<file path="src/rtl/multicycle_control.sv">
// Control sequencer for the shared multi-cycle RV32I datapath (R-type, load, store, BEQ/BNE).
// Outputs decode from the current state; only FETCH/MEM_WR/BRANCH look at mem_ready or zero.
module multicycle_control #(
  parameter int CNT_W = 32
) (
  input  logic             clk,
  input  logic             reset,
  input  logic [31:0]      instr,
  input  logic             zero,
  input  logic             mem_ready,
  output logic             pc_write,
  output logic             pc_src,
  output logic             ir_write,
  output logic             iord,
  output logic             mem_read,
  output logic             mem_write,
  output logic             reg_write,
  output logic             mem_to_reg,
  output logic             alu_src_a,
  output logic [1:0]       alu_src_b,
  output logic [1:0]       ALUOp,
  output logic             retire,
  output logic             illegal,
  output logic [CNT_W-1:0] retired_count,
  output logic [3:0]       state
);

  typedef enum logic [3:0] {
    S_RST      = 4'd0,
    S_FETCH    = 4'd1,
    S_DECODE   = 4'd2,
    S_EXEC_R   = 4'd3,
    S_ALU_WB   = 4'd4,
    S_MEM_ADDR = 4'd5,
    S_MEM_RD   = 4'd6,
    S_MEM_WB   = 4'd7,
    S_MEM_WR   = 4'd8,
    S_BRANCH   = 4'd9,
    S_TRAP     = 4'd10
  } state_t;

  state_t           r_state;
  state_t           w_next;
  logic [CNT_W-1:0] r_count;
  logic [4:0]       w_opc;
  logic             w_legal;

  assign w_opc   = instr[6:2];
  assign w_legal = (instr[1:0] == 2'b11);

  always_comb begin
    w_next = r_state;
    case (r_state)
      S_RST:      w_next = S_FETCH;
      S_FETCH:    w_next = mem_ready ? S_DECODE : S_FETCH;
      S_DECODE: begin
        w_next = S_TRAP;
        if (w_legal) begin
          case (w_opc)
            5'b01100:          w_next = S_EXEC_R;
            5'b00000, 5'b01000: w_next = S_MEM_ADDR;
            // only funct3 000 (BEQ) and 001 (BNE) are branches we execute
            5'b11000:          w_next = (instr[14:13] == 2'b00) ? S_BRANCH : S_TRAP;
            default:           w_next = S_TRAP;
          endcase
        end
      end
      S_EXEC_R:   w_next = S_ALU_WB;
      S_ALU_WB:   w_next = S_FETCH;
      S_MEM_ADDR: w_next = (w_opc == 5'b00000) ? S_MEM_RD : S_MEM_WR;
      S_MEM_RD:   w_next = mem_ready ? S_MEM_WB : S_MEM_RD;
      S_MEM_WB:   w_next = S_FETCH;
      S_MEM_WR:   w_next = mem_ready ? S_FETCH : S_MEM_WR;
      S_BRANCH:   w_next = S_FETCH;
      S_TRAP:     w_next = S_TRAP;
      default:    w_next = S_TRAP;
    endcase
  end

  always_comb begin
    pc_write   = 1'b0;
    pc_src     = 1'b0;
    ir_write   = 1'b0;
    iord       = 1'b0;
    mem_read   = 1'b0;
    mem_write  = 1'b0;
    reg_write  = 1'b0;
    mem_to_reg = 1'b0;
    alu_src_a  = 1'b0;
    alu_src_b  = 2'b00;
    ALUOp      = 2'b00;
    retire     = 1'b0;
    illegal    = 1'b0;
    case (r_state)
      S_FETCH: begin
        mem_read  = 1'b1;
        alu_src_b = 2'b01;
        ir_write  = mem_ready;
        pc_write  = mem_ready;
      end
      S_DECODE:   alu_src_b = 2'b10;
      S_EXEC_R: begin
        alu_src_a = 1'b1;
        ALUOp     = 2'b10;
      end
      S_ALU_WB: begin
        reg_write = 1'b1;
        retire    = 1'b1;
      end
      S_MEM_ADDR: begin
        alu_src_a = 1'b1;
        alu_src_b = 2'b10;
      end
      S_MEM_RD: begin
        mem_read = 1'b1;
        iord     = 1'b1;
      end
      S_MEM_WB: begin
        reg_write  = 1'b1;
        mem_to_reg = 1'b1;
        retire     = 1'b1;
      end
      S_MEM_WR: begin
        mem_write = 1'b1;
        iord      = 1'b1;
        retire    = mem_ready;
      end
      S_BRANCH: begin
        alu_src_a = 1'b1;
        ALUOp     = 2'b01;
        pc_src    = 1'b1;
        retire    = 1'b1;
        // instr[12] distinguishes BNE (taken on non-zero) from BEQ
        pc_write  = zero ^ instr[12];
      end
      S_TRAP:     illegal = 1'b1;
      default: ;
    endcase
  end

  always_ff @(posedge clk or posedge reset) begin
    if (reset) begin
      r_state <= S_RST;
      r_count <= '0;
    end else begin
      r_state <= w_next;
      if (retire) r_count <= r_count + {{(CNT_W-1){1'b0}}, 1'b1};
    end
  end

  assign retired_count = r_count;
  assign state         = r_state;

endmodule
</file>
<file path="config.mk">
export PLATFORM = sky130hd
export DESIGN_NAME = multicycle_control
export DESIGN_NICKNAME = d
export VERILOG_FILES = /design/src/rtl/multicycle_control.sv
export SDC_FILE = /design/constraint.sdc
export NUM_CORES = 1
export LEC_CHECK = 0
export ABC_AREA = 1
export CAP_MARGIN = 20
export CORE_UTILIZATION = 40
export DETAILED_ROUTE_END_ITERATION = 12
export GPL_TIMING_DRIVEN = 0
export PLACE_DENSITY = 0.73
export SYNTH_ARGS = -nofsm -noshare
export SYNTH_HDL_FRONTEND = slang
export SYNTH_SLANG_ARGS = --single-unit
</file>
<file path="constraint.sdc">
create_clock -name clk -period 1.7 [get_ports clk]
set_input_delay 0.34 -clock clk [delete_from_list [all_inputs] [get_ports clk]]
set_output_delay 0.34 -clock clk [all_outputs]
set_load 0.02 [all_outputs]
</file>
==> results of run 1 <==
## final cells by class
cell class,count,area (sq um)
fillers,502,2160
multi-input cells,282,1360
flip-flops and latches,36,906
repair buffers,84,793
inverters,50,198
clock buffers,7,96.3
well taps,72,90.1
plain buffers,5,43.8
## sequential cells by signal, indices dropped and copies added, names as in the netlist
| signal | count |
|---|---|
| retired_count | 32 |
| state | 4 |
## timing repair
item	CTS	global route
hold buffers	0	0
pin swaps	2	3
gates resized for setup	103	41
setup endpoints to repair	35	50
setup buffers	8	11
## through the flow
stage / worst slack, ns / utilization (%) / TNS [ns]
2_1_floorplan: 0.0406 / - / 0
3_3_place_gp: -0.718 / 55.6 / -13.85
3_5_place_dp: -0.709 / 56.1 / -4.32
4_1_cts: -0.114 / 59.1 / -0.316
5_1_grt: -0.144 / 61.8 / -1.00
6_report: -0.0936 / 61.8 / -0.303
## cell usage in the layout, fill, tap and decap left out, types with 2 or more instances in the layout
cell                                n
sky130_fd_sc_hd__buf_2              9
sky130_fd_sc_hd__buf_4             25
sky130_fd_sc_hd__buf_6              4
sky130_fd_sc_hd__clkbuf_8           7
sky130_fd_sc_hd__clkdlybuf4s50_1   18
sky130_fd_sc_hd__dfrtp_1           32
sky130_fd_sc_hd__dfrtp_2            4
sky130_fd_sc_hd__dlygate4sd2_1     13
sky130_fd_sc_hd__dlymetal6s2s_1    17
sky130_fd_sc_hd__inv_1             40
sky130_fd_sc_hd__inv_2              6
sky130_fd_sc_hd__inv_4              4
sky130_fd_sc_hd__nand2_1          149
sky130_fd_sc_hd__nand2_2            4
sky130_fd_sc_hd__nand2_4            3
sky130_fd_sc_hd__nand3_1           24
sky130_fd_sc_hd__nand3_2            2
sky130_fd_sc_hd__nand4_1            6
sky130_fd_sc_hd__nor2_1            49
sky130_fd_sc_hd__nor2_2             3
sky130_fd_sc_hd__nor2_4             5
sky130_fd_sc_hd__nor3_1             5
sky130_fd_sc_hd__o211ai_1           2
sky130_fd_sc_hd__o21ai_0            4
sky130_fd_sc_hd__or2_2              2
sky130_fd_sc_hd__xnor2_1           14
sky130_fd_sc_hd__xor2_1             2
## how the worst max path moves through the flow
stage | slack [ns] | end | start | depth (start not counted)
after global placement | -0.72 | retire | mem_ready | 6
after global routing | -0.14 | alu_src_a | state[2] | 6
after detailed placement | -0.71 | retire | mem_ready | 6
final | -0.09 | alu_src_a | state[2] | 6
after CTS | -0.11 | retire | state[3] | 8
after floorplan | 0.04 | ir_write | state[1] | 5
## worst register-to-register path: cells and delay by family, from the launching register on
family / cells / cell delay [ns]
simple gates: 4 / 0.47
flops: 1 / 0.47
buf+inv: 3 / 0.40
compound gates: 1 / 0.15
## power breakdown
group          total (mW)  leakage (nW)  internal (mW)  switching (mW)
sequential          0.856         0.468          0.856               0
clock               0.657        0.0503          0.361           0.296
combinational      0.0673          1.41         0.0353          0.0320
total                1.58          1.93           1.25           0.328
## cells by family after synthesis
kind of cell | share of synthesized area [%]
DFF | 37.6
adders and majority gates | 0.522
buffers and inverters | 9.82
AOI/OAI and AO/OA | 2.25
xor gates and xnor gates | 6.53
and+or+nand+nor | 43.3
## metal layers
| layer | track usage (%) | up-vias | share of wire [%] | wire (microns) |
|---|---|---|---|---|
| met2 | 35.9 | 100 | 49 | 3170 |
| li1 | - | 1325 | - | - |
| met5 | 0 | - | 0 | 0 |
| met4 | 7.45 | 0 | 1.9 | 121 |
| met1 | 28.6 | 1208 | 43 | 2820 |
| met3 | 4.23 | 10 | 6.3 | 410 |
==> flow_summary.rst, run 1 <==
.. list-table::
   :header-rows: 1

   * - Metric
     - Value
   * - Routed length per placed instance
     - 12.2 microns
   * - Clock-pin slew on the worst setup and hold paths
     - 0.07 ns
   * - Synthesized instance count
     - 374
   * - Hold Fails Final Rpt
     - 0
   * - Proportion of netlist area held by the largest area contributor
     - 37.6%
   * - Number of sinks driven by the clock tree
     - 36
   * - Netlist Area Pre-Place
     - 0.00240 sq mm
   * - Hold_ws
     - 0.427 ns
   * - Total CTS buffers
     - 5
   * - Overall die area
     - 0.00630 sq mm
   * - Number of violations reported at the end of detailed-routing iteration 0
     - 151
   * - Worst Path Buf+Inv
     - 3
   * - Kind of launch point of the worst setup path
     - flip-flop
   * - Inserted Diodes
     - 0
   * - Site row count
     - 27
   * - Power density normalized to cell area
     - 454 mW/mm^2
   * - Minimum period implied by the final worst setup slack
     - 1.79 ns
   * - Number of I/O pins
     - 87
   * - Most numerous cell types in the synthesized netlist
     - 153 x sky130_fd_sc_hd__nand2_1, 56 x sky130_fd_sc_hd__nor2_1, 47 x sky130_fd_sc_hd__inv_1
   * - FF-to-FF setup slack
     - 0.11 ns
   * - EDFF count, synth
     - 0
   * - Most used standard cell by instance count after synthesis
     - sky130_fd_sc_hd__nand2_1
   * - Crit-path slowest cell
     - sky130_fd_sc_hd__dfrtp_2
   * - Synth top area cells
     - sky130_fd_sc_hd__dfrtp_1 38%, sky130_fd_sc_hd__nand2_1 24%, sky130_fd_sc_hd__nor2_1 8.8%
   * - Number of optimization iterations in the first detailed-route pass
     - 4
   * - Die outline width
     - 79.4 microns
   * - Final setup violation count
     - 5
   * - Share of flip-flops with an asynchronous set or reset after synthesis
     - 100%
   * - Yosys synthesis warning count
     - 0
   * - Antenna violations before repair
     - 0
   * - Violated checks
     - negative setup slack
   * - Kind of critical path
     - reg -> out
   * - Static power due to leakage
     - 1.93 nW
   * - Final Total Pwr
     - 1.58 mW
   * - Syn Area/Cell
     - 6.41 sq um
   * - RD Place Congestion
     - 0.919
   * - First-pass GRT wire length
     - 10700 microns
   * - Worst-margin pin slew
     - 0.623 ns
   * - # Max-Cap Violations
     - 0
   * - Max-Slew Margin vs Limit
     - 58.4%
   * - Dominant synthesized flop cell
     - sky130_fd_sc_hd__dfrtp_1
   * - Worst r2r src
     - state[2]
   * - Post-layout worst setup margin
     - -0.0936 ns
   * - Max FO, Critical Path
     - 4
   * - Reg2reg path depth
     - 8
   * - RSZ-0062 raised after global routing
     - true
   * - Data required time of the worst path
     - 1.36 ns
   * - CP cell instances
     - nor2_4 > inv_2 > nor3_2 > inv_1 > nand3_1 > buf_4
   * - Yosys cell types
     - 25
   * - Number of global-route vias before repair
     - 2360
   * - Final Max Slew Viols
     - 0
   * - Effective utilization at floorplan
     - 42.5%
   * - Post-route cell area
     - 0.00348 sq mm
   * - Type of the worst min-delay path
     - in -> async
   * - Final Skew
     - 0.00411 ns
   * - Clk Latency, worst-skew pair
     - 0.29 ns
   * - Gr usage total
     - 21.9%
   * - Post-route clock period utilization
     - 106%
   * - Peak clock frequency supported by timing
     - 558 MHz
   * - Die Ht
     - 79.4 microns
   * - Final-stage net count
     - 501
   * - Final global-route overflow total
     - 0
   * - Crit path DAT
     - 1.45 ns
   * - IR Drop Worst-Case VDD
     - 0.000254 V
   * - H-tree Lvls
     - 2
   * - Buffer depth of the longest clock path
     - 2
   * - Crit. End Element
     - primary output
   * - Clock tree from TritonCTS
     - yes
   * - Result of the run
     - finished, violations left
   * - Yosys top cell by area
     - sky130_fd_sc_hd__dfrtp_1
   * - Layout overhead on the synthesized area
     - 45.4%
   * - # port buffers
     - 64
   * - Fraction of final layout cells sized beyond drive strength 1
     - 18.3%
   * - Total placed instance area
     - 0.00317 sq mm
   * - Post-route DRC violation count
     - 0
   * - Vias after detailed routing
     - 2643
   * - Cell at the root of the clock tree
     - sky130_fd_sc_hd__clkbuf_8
   * - Core area
     - 0.00564 sq mm
   * - Post-synthesis net count
     - 411
   * - Largest stage delay on the critical path
     - 0.47 ns
   * - Filler-free cell count of the finished design
     - 536
   * - Flip-flop and latch count after synthesis
     - 36
   * - Portion of the post-synthesis area used by sequential elements
     - 37.6%
   * - Largest net degree at the start of global routing
     - 24
   * - Overall routed net length
     - 6510 microns
   * - Category of cells accounting for the largest share of critical-path delay
     - flip-flops
   * - Placed instance count
     - 511
   * - Remaining antenna violation count
     - 0
   * - Via density
     - 4.93
   * - Reg2Reg Capture Point
     - retired_count[20]
   * - Final HPWL DP
     - 4770 microns
No activity file was read; power rests on OpenSTA's default activity.
==> run 2, diff against run 1 <==
--- a/config.mk
+++ b/config.mk
@@ -7,10 +7,9 @@
 export LEC_CHECK = 0
 export ABC_AREA = 1
 export CAP_MARGIN = 20
-export CORE_UTILIZATION = 40
+export CORE_UTILIZATION = 34
 export DETAILED_ROUTE_END_ITERATION = 12
 export GPL_TIMING_DRIVEN = 0
-export PLACE_DENSITY = 0.73
 export SYNTH_ARGS = -nofsm -noshare
 export SYNTH_HDL_FRONTEND = slang
 export SYNTH_SLANG_ARGS = --single-unit
==> run 2 against run 1 <==
- the run still ends with negative setup slack left
- total power is 11% higher
- via count fell by 2.1%
- utilization down 10 points
- final cell count grew 3.9%
- sequential share of layout area is 0.20 points lower
- sequential power hardly changed
- cell area is 0.79% higher
- clock power up 26%
- die area grew 17%
- worst hold slack improved by 0.086 ns
==> flow_summary.rst, run 2 (synthesized netlist as in run 1, its figures left out) <==
.. list-table::
   :header-rows: 1

   * - Metric
     - Value
   * - Filler-free cell count of the finished design
     - 557 (+3.9%)
   * - Number of sinks driven by the clock tree
     - 36 (unchanged)
   * - Number of violations reported at the end of detailed-routing iteration 0
     - 104 (-31%)
   * - Post-route clock period utilization
     - 104% (-1.2 points)
   * - Violated checks
     - negative setup slack
   * - RD Place Congestion
     - 0.874 (-4.9%)
   * - Number of I/O pins
     - 87 (unchanged)
   * - CP cell instances
     - inv_4 > nand2_4 > inv_2 > nand2_2 > o31ai_2 > buf_4
   * - Clock tree from TritonCTS
     - yes
   * - Inserted Diodes
     - 0 (unchanged)
   * - Minimum period implied by the final worst setup slack
     - 1.77 ns (-0.0196 ns)
   * - Power density normalized to cell area
     - 498 mW/mm^2 (+9.7%)
   * - Hold_ws
     - 0.513 ns (+0.0863 ns)
   * - Filler instances
     - 686 (+37%)
   * - FF-to-FF setup slack
     - 0.08 ns (-0.03 ns)
   * - Static power due to leakage
     - 1.94 nW (+0.56%)
   * - Hold Fails Final Rpt
     - 0 (unchanged)
   * - Crit-path slowest cell
     - sky130_fd_sc_hd__dfrtp_2
   * - Final setup violation count
     - 8 (+3)
   * - Final Skew
     - 0.00925 ns (+0.00514 ns)
   * - Largest net degree at the start of global routing
     - 20 (-17%)
   * - H-tree Lvls
     - 2 (unchanged)
   * - Type of the worst min-delay path
     - in -> async
   * - Hold_buf cts
     - 0 (unchanged)
   * - Data required time of the worst path
     - 1.36 ns (about the same)
   * - Overall die area
     - 0.00739 sq mm (+17%)
   * - # Max-Cap Violations
     - 0 (unchanged)
   * - Worst r2r src
     - retired_count[0]
   * - Result of the run
     - finished, violations left
   * - Number of optimization iterations in the first detailed-route pass
     - 4 (unchanged)
   * - Post-route DRC violation count
     - 0 (unchanged)
   * - Flip-flop count of the largest register, all copies and words added
     - 32 (unchanged)
   * - Final Total Pwr
     - 1.75 mW (+11%)
   * - Kind of launch point of the worst setup path
     - flip-flop
   * - Final-stage net count
     - 497 (-0.80%)
   * - Die outline width
     - 85.9 microns (+8.2%)
   * - Largest stage delay on the critical path
     - 0.45 ns (-0.02 ns)
   * - Max FO, Critical Path
     - 4 (unchanged)
   * - Site row count
     - 30 (+11%)
   * - Kind of critical path
     - reg -> out
   * - Clk Latency, worst-skew pair
     - 0.29 ns (about the same)
   * - Routed length per placed instance
     - 12.5 microns (+2.6%)
   * - Buffer depth of the longest clock path
     - 2 (unchanged)
   * - Most frequent cells in the layout
     - 149 x sky130_fd_sc_hd__nand2_1, 43 x sky130_fd_sc_hd__nor2_1, 41 x sky130_fd_sc_hd__inv_1
   * - Layout overhead on the synthesized area
     - 46.6%
   * - Overall routed net length
     - 6950 microns (+6.6%)
   * - Vias after detailed routing
     - 2588 (-2.1%)
   * - Total placed instance area
     - 0.00320 sq mm (+0.95%)
   * - Effective utilization at floorplan
     - 35.3% (-7.2 points)
   * - Remaining antenna violation count
     - 0 (unchanged)
   * - Fraction of final layout cells sized beyond drive strength 1
     - 18.7% (+0.34 points)
   * - Final HPWL DP
     - 5160 microns (+8.3%)
   * - Gr usage total
     - 19.5% (-2.4 points)
   * - Cell at the root of the clock tree
     - sky130_fd_sc_hd__clkbuf_8
   * - IR Drop Worst-Case VDD
     - 0.000304 V (+20%)
   * - RSZ-0062 raised after global routing
     - true
   * - Total CTS buffers
     - 5 (unchanged)
   * - Post-route cell area
     - 0.00351 sq mm (+0.79%)
   * - Worst-margin pin slew
     - 0.827 ns (+0.204 ns)
   * - Crit. End Element
     - primary output
   * - Most frequent standard cell in the layout excluding fill and tap cells
     - sky130_fd_sc_hd__nand2_1
   * - Clock-pin slew on the worst setup and hold paths
     - 0.08 ns (about the same)
   * - Number of global-route vias before repair
     - 2433 (+3.1%)
   * - Post-layout worst setup margin
     - -0.0739 ns (+0.0196 ns)
   * - Max-Slew Margin vs Limit
     - 44.8% (-14 points)
   * - Reg2reg path depth
     - 10 (+2)
   * - Post-route setup TNS
     - -0.226 ns (+0.0773 ns)
   * - Die Ht
     - 85.9 microns (+8.2%)
   * - Util after Layout
     - 51.7% (-10 points)
   * - Crit path DAT
     - 1.43 ns (-0.02 ns)
   * - Final global-route overflow total
     - 0 (unchanged)
   * - Antenna violations before repair
     - 0 (unchanged)
   * - First-pass GRT wire length
     - 11300 microns (+5.7%)
   * - Peak clock frequency supported by timing
     - 564 MHz (+1.1%)
   * - Via density
     - 4.65 (-5.8%)
   * - Core area
     - 0.00679 sq mm (+20%)
   * - # port buffers
     - 64 (unchanged)
   * - Final Max Slew Viols
     - 0 (unchanged)
   * - Worst slack at placement
     - -0.721 ns (-0.0117 ns)
   * - Reg2Reg Capture Point
     - retired_count[16]
   * - Placed instance count
     - 535 (+4.7%)
[run 2: cell count changes in the layout (fill, tap and decap cells not counted), sizes merged]
cell	delta
buf	-4
bufinv	+1
clkdlybuf4s15	-1
clkdlybuf4s50	-5
dlygate4sd2	+6
[run 2: worst max-delay path: cells and delay by family (launching register included)]
| family | cells | cell delay, ns |
|---|---|---|
| compound gates | 1 | 0.18 |
| buf+inv | 3 | 0.33 |
| flops | 1 | 0.45 |
| simple gates | 2 | 0.17 |
[run 2: timing repair]
| item | 4_1_cts | 5_1_grt |
|---|---|---|
| setup buffers | 8 | 7 |
| resized for setup | 112 | 39 |
| pin swaps | 2 | 7 |
| setup endpoints to repair | 39 | 50 |
[run 2: final cells by class]
type | instances | area (sq um) | area share (%)
multi-input combinational | 282 | 1370 | 38.9
sequential | 36 | 906 | 25.8
timing repair buffer | 80 | 754 | 21.5
inverter | 50 | 195 | 5.56
tap | 96 | 120 | 3.42
clock buffer | 7 | 96.3 | 2.74
buffer | 5 | 43.8 | 1.25
clock inverter | 1 | 30.0 | 0.855
[run 2: per-layer routing]
metal / GRT usage (%) / vias to the layer above / wire length, microns
met5: 0 / - / 0
met4: 4.85 / 0 / 111
met3: 3.95 / 14 / 335
met2: 33.2 / 73 / 3270
met1: 25.3 / 1182 / 3230
li1: - / 1319 / -
[run 2: worst max path at each step]
stage                    from  endpoint  slack [ns]  cells after the start
finish               state[1]  pc_write       -0.07                      6
global route         state[1]  pc_write       -0.14                      6
CTS                  state[3]    retire        -0.1                      8
detailed placement  mem_ready    retire       -0.72                      6
global placement    mem_ready    retire       -0.72                      6
floorplan            state[1]  ir_write        0.04                      5
[run 2: power by group]
group,internal (mW),switching [mW]
logic,0.0353,0.0316
registers,0.856,0
clock network,0.518,0.307
total,1.41,0.339
